[src/rtl/mips_pkg.sv]
// mips_pkg: shared shadow-entry type, register-address sizing and forwarding constants for pipe_hazard_ctrl
package mips_pkg;
  localparam int REG_AW_DEFAULT = 5;
  // shadow entries store addresses at the widest supported width; narrower ids zero-extend
  localparam int REG_AW_MAX = 8;
  localparam logic [2:0] FWD_RF = 3'd0;
  typedef struct packed {
    logic                  valid;
    logic [REG_AW_MAX-1:0] rs;
    logic [REG_AW_MAX-1:0] rt;
    logic                  uses_rs;
    logic                  uses_rt;
    logic [REG_AW_MAX-1:0] dest;
    logic                  reg_write;
    logic                  mem_read;
  } shadow_t;
  function automatic logic src_match(input shadow_t e, input logic [REG_AW_MAX-1:0] src, input logic uses);
    return e.valid & e.reg_write & (e.dest != '0) & (e.dest == src) & uses;
  endfunction
endpackage

[src/rtl/pipe_shadow_stage.sv]
// pipe_shadow_stage: one shadow-entry register with hold (freeze) and bubble (kill) controls
module pipe_shadow_stage
  import mips_pkg::*;
(
  input  logic    clk,
  input  logic    rst,
  input  logic    hold_i,
  input  logic    bubble_i,
  input  shadow_t entry_i,
  output shadow_t entry_o
);
  shadow_t entry_q, entry_d;
  always_comb entry_d = hold_i ? entry_q : (bubble_i ? '0 : entry_i);
  always_ff @(posedge clk or posedge rst)
    if (rst) entry_q <= '0;
    else entry_q <= entry_d;
  assign entry_o = entry_q;
endmodule

[src/rtl/pipe_hazard_ctrl.sv]
// pipe_hazard_ctrl: load-use/RAW stall, branch flush and forwarding-select control; FWD_UNIT_EN enables forwarding
module pipe_hazard_ctrl
  import mips_pkg::*;
#(
  parameter int NSTG   = 3,
  parameter int LD_STG = 2,
  parameter int REG_AW = REG_AW_DEFAULT
) (
  input  logic              clk,
  input  logic              rst,
  input  logic              id_valid,
  input  logic              id_reg_write,
  input  logic              id_mem_read,
  input  logic              id_uses_rs,
  input  logic              id_uses_rt,
  input  logic [REG_AW-1:0] id_rs,
  input  logic [REG_AW-1:0] id_rt,
  input  logic [REG_AW-1:0] id_rd,
  input  logic              br_taken,
  input  logic              mem_ready,
  output logic              stall_if_id,
  output logic              flush,
  output logic [2:0]        fwd_rs_sel,
  output logic [2:0]        fwd_rt_sel,
  output logic [NSTG-1:0]   stage_valid,
  output logic [15:0]       stall_cnt
);
  shadow_t id_e;
  shadow_t st_q [1:NSTG];
  logic hazard;
  logic [15:0] cnt_q, cnt_d;
  always_comb begin
    id_e = '0;
    id_e.valid = 1'b1;
    id_e.rs = REG_AW_MAX'(id_rs);
    id_e.rt = REG_AW_MAX'(id_rt);
    id_e.uses_rs = id_uses_rs;
    id_e.uses_rt = id_uses_rt;
    id_e.dest = REG_AW_MAX'(id_rd);
    id_e.reg_write = id_reg_write;
    id_e.mem_read = id_mem_read;
  end
  always_comb begin
    hazard = 1'b0;
    for (int k = 1; k < NSTG; k++)
`ifdef FWD_UNIT_EN
      if (k < LD_STG && st_q[k].mem_read &&
          (src_match(st_q[k], id_e.rs, id_uses_rs) || src_match(st_q[k], id_e.rt, id_uses_rt))) hazard = 1'b1;
`else
      if (src_match(st_q[k], id_e.rs, id_uses_rs) || src_match(st_q[k], id_e.rt, id_uses_rt)) hazard = 1'b1;
`endif
  end
  assign flush = br_taken & st_q[1].valid & mem_ready;
  // reset abandons any freeze, so the stall request is masked while rst is high
  assign stall_if_id = !rst & !flush & (!mem_ready | (id_valid & hazard));
  for (genvar k = 1; k <= NSTG; k++) begin : g_stg
    if (k == 1) begin : g_head
      pipe_shadow_stage u_stage (
        .clk      (clk),
        .rst      (rst),
        .hold_i   (!mem_ready),
        .bubble_i (!(id_valid & !stall_if_id & !flush)),
        .entry_i  (id_e),
        .entry_o  (st_q[k])
      );
    end else begin : g_tail
      pipe_shadow_stage u_stage (
        .clk      (clk),
        .rst      (rst),
        .hold_i   (!mem_ready && k <= LD_STG),
        .bubble_i (!mem_ready && k == LD_STG + 1),
        .entry_i  (st_q[k-1]),
        .entry_o  (st_q[k])
      );
    end
    assign stage_valid[k-1] = st_q[k].valid;
  end
  always_comb begin
    fwd_rs_sel = FWD_RF;
    fwd_rt_sel = FWD_RF;
`ifdef FWD_UNIT_EN
    for (int k = NSTG; k >= 2; k--) begin
      if ((k > LD_STG || !st_q[k].mem_read) && src_match(st_q[k], st_q[1].rs, st_q[1].uses_rs)) fwd_rs_sel = 3'(k);
      if ((k > LD_STG || !st_q[k].mem_read) && src_match(st_q[k], st_q[1].rt, st_q[1].uses_rt)) fwd_rt_sel = 3'(k);
    end
`endif
  end
  assign cnt_d = (stall_if_id && cnt_q != 16'hFFFF) ? cnt_q + 16'd1 : cnt_q;
  always_ff @(posedge clk or posedge rst)
    if (rst) cnt_q <= '0;
    else cnt_q <= cnt_d;
  assign stall_cnt = cnt_q;
endmodule

[config.mk]
export PLATFORM = sky130hd
export DESIGN_NAME = pipe_hazard_ctrl
export DESIGN_NICKNAME = d
export VERILOG_FILES = /design/src/rtl/mips_pkg.sv /design/src/rtl/pipe_shadow_stage.sv /design/src/rtl/pipe_hazard_ctrl.sv
export SDC_FILE = /design/constraint.sdc
export NUM_CORES = 1
export LEC_CHECK = 0
export BUFFER_PORTS_ARGS = -buffer_cell sky130_fd_sc_hd__buf_2
export CELL_PAD_IN_SITES_DETAIL_PLACEMENT = 0
export CELL_PAD_IN_SITES_GLOBAL_PLACEMENT = 1
export CORE_MARGIN = 5
export CORE_UTILIZATION = 42
export CTS_CLUSTER_SIZE = 16
export DETAILED_ROUTE_END_ITERATION = 10
export PLACE_DENSITY = 0.87
export SETUP_SLACK_MARGIN = 0.3
export SYNTH_ARGS = -nofsm -noshare
export SYNTH_HDL_FRONTEND = slang
export SYNTH_SLANG_ARGS = --single-unit
[constraint.sdc]
create_clock -name clk -period 6.3 [get_ports clk]
set_input_delay 0.63 -clock clk [delete_from_list [all_inputs] [get_ports clk]]
set_output_delay 0.63 -clock clk [all_outputs]
set_load 0.02 [all_outputs]
==> metrics <==
outcome complete, no violations; row cnt 24; IO buf count 43; I/O pins 51; CTS Sinks 31; post-route ant nets 0; worst slack at placement approximately 3 ns; setup TNS 0 ns; Wirelength per Cell 14.4 µm; Clk pwr share 0.255; antenna violations before repair 0; Final Net Count roughly 240; post-CTS sizing 0; fillcell total 402; Worst Path Buf+Inv 2; unrepaired setup endpoints after global routing no; Worst-path clk slew about 0.06 ns; mapped cell area 0.00182 mm²; design area 0.00213 mm²; Main synth FF type dfrtp_1; gpl congestion 0.769; DR WL met3 ~210 µm; share of layout cells above drive strength 1 0.324; largest net degree at the start of global routing 26; Crit path required time between 5 and 6 ns; Overflow after GRT 0; initial DRC count between 50 and 60; uppermost routed layer met4; sequential share of power 0.466; Seq/Total Area, Yosys 0.427; CTS tree yes; leakage power between 0.0009 and 0.001 µW; most common cell after layout, fill and taps aside buf_2; GRT Util Overall 0.147; Max Cap Violations 0; critical path launch point type input port; EDFF count, synth 0; DR vias between 1k and 1.5k; Layout area overhead 17.1%; Synth Instances approximately 170; sw frac 0.354; Worst Clk Skew approximately 0.0063 ns; pwr dens roughly 280 mW/mm²; crit end category primary output; H-tree levels 2; Crit path max-delay family simple AND/OR/NAND/NOR gates; CP max FO 23; fin crit share 0.505; Cells after DPL approximately 260; fmax between 300 and 400 MHz; Hold Vio Cnt, Final 0; Die Wd between 70 and 80 µm; core area 0.00426 mm²; DRC violation count after routing 0; P_sw ~210 µW; Placed Instance Area about 0.0020 mm²; via-per-instance ratio around 5.2; Seq cells post-synth 31; non-filler cells, final ~270; final critical-path required period around 3.2 ns; drt first pass iters 4; worst slew pin tran approximately 0.95 ns; Max clock buf depth 2; initial core utilization 0.426; Final Core Density 0.499; register area ~780 µm²; HP Class in -> async; wl on met1 about 1.7 mm; Synth cell types 32; Synth Warn # 0; final setup fails 0; critical path type in -> out; Die ar. 0.00574 mm²; Max transition margin 0.367; ys async rst share 1.00; Arr. time, crit path between 2 and 3 ns; worst vdd ir 172 µV; worst skew pair latency ~0.28 ns; first-pass GRT wire length about 6.4 mm; Post-Syn Area per Cell between 10 and 15 µm²; Slew Viols, Final 0; cell breakdown of the critical path buf_2 > nand3_2 > nand2_1 > a211oi_1 > nand4_1 > nand2_1 > buf_2; Critical Path Max Stage Delay approximately 0.77 ns; number of global-route vias before repair 1370; Total Routed Length ~3.9 mm; Crit-path slowest cell nand4_1; Post-CTS Setup Inserts 0; CTS Buf Count 5; most frequent cells in the layout buf_2, dfrtp_1, xnor2_1; die height 75.7 µm; multi-input logic area slightly above 900 µm²; Ant. Diodes 0; hpwl dp 2.85 mm; number of hold buffers added after CTS 0; Logic pwr share 0.279; met2 WL ~1.8 mm; post-route setup slack around 3.1 ns; clock tree root buffer cell clkbuf_8; P_int 391 µW
==> worst reg2reg max path, stage by stage (launching register included) <==
cell       delay (ns)
dfrtp_1          0.43
xnor2_1          0.21
nand4_1          0.12
o22ai_1          0.22
nand4_1          0.77
a2111oi_0        0.68
mux2_2           0.38
==> metrics by stage <==
stage                     total power, µW  hold slack, ns
after floorplan                       397           0.500
after global placement                451           0.475
after detailed placement              456           0.490
after CTS                             612           0.302
after global routing                  645           0.307
final                                 605           0.301
==> registers in the layout, indices dropped and copies added, names as in the netlist <==
name                          flops
g_stg.g_head.u_stage.entry_o      7
g_stg.g_tail.u_stage.entry_o      8
stall_cnt                        16
==> path summary, 6_finish.rpt <==
check,end,slack (ns),cells past startpoint,from
setup / recovery,stall_if_id,3.12,7,mem_ready
hold / removal,g_stg[2].g_tail.u_stage.entry_o[6]$_DFFE_PP0P_,0.30,2,rst
setup reg to reg,stall_cnt[15]$_DFFE_PP0P_,3.38,6,g_stg[1].g_head.u_stage.entry_o[2]$_DFFE_PP0P_
hold reg to reg,stall_cnt[7]$_DFFE_PP0P_,0.49,1,stall_cnt[7]$_DFFE_PP0P_
max in group asynchronous,g_stg[1].g_head.u_stage.entry_o[5]$_DFFE_PP0P_,5.39,3,rst
min in group clk,stall_cnt[7]$_DFFE_PP0P_,0.49,1,stall_cnt[7]$_DFFE_PP0P_
==> power groups by stage <==
| stage | Combinational [µW] | Sequential, µW | Clock [µW] |
|---|---|---|---|
| finish | 169 | 282 | 154 |
| global route | 187 | 287 | 170 |
| CTS | 171 | 282 | 158 |
| detailed placement | 171 | 284 | 0 |
| global placement | 168 | 284 | 0 |
| floorplan | 91.8 | 305 | 0 |
==> cell families (layout without fill, tap and decap cells) <==
| group | Yosys count | count (layout) | synth area share |
|---|---|---|---|
| AND/OR/NAND/NOR | 42 | 42 | 0.125 |
| XOR/XNOR | 33 | 33 | 0.159 |
| flip-flops | 31 | 31 | 0.427 |
| buffers and inverters | 27 | 66 | 0.0793 |
| AO/OA/AOI/OAI | 26 | 26 | 0.128 |
| multiplexers | 11 | 11 | 0.0717 |
| adder cells (fa/ha/maj) | 1 | 1 | 0.00689 |
| other | 1 | 6 | 0.00207 |
==> per-layer routing <==
layer	up-vias	global-route usage
met3	5	0.0409
met4	0	0.0524
li1	679	-
met2	36	0.219
met5	-	0
met1	667	0.203
==> final cells by class <==
type / count / area share
multi-input cells: 119 / 0.430
well taps: 52 / 0.0306
clock inverters: 1 / 0.00235
repair buffers: 45 / 0.108
inverters: 14 / 0.0247
clock buffers: 6 / 0.0388
flip-flops and latches: 31 / 0.365
==> synth_stat cells, types with 2 or more instances <==
master / instances / area, µm²
dfrtp_1: 31 / 776
xnor2_1: 22 / 193
nand2_1: 18 / 67.6
inv_1: 14 / 52.6
xor2_1: 11 / 96.3
buf_4: 9 / 67.6
nand4_1: 9 / 56.3
mux2_2: 8 / 90.1
o22ai_1: 8 / 50.1
a2111oi_0: 7 / 61.3
a211oi_1: 5 / 37.5
nand3_1: 4 / 20.0
a2111oi_2: 2 / 30.0
a21oi_4: 2 / 32.5
clkbuf_1: 2 / 7.51
mux2_4: 2 / 30.0
nor2_1: 2 / 7.51
nor3_1: 2 / 10.0
(Power assumes the default switching activity.)
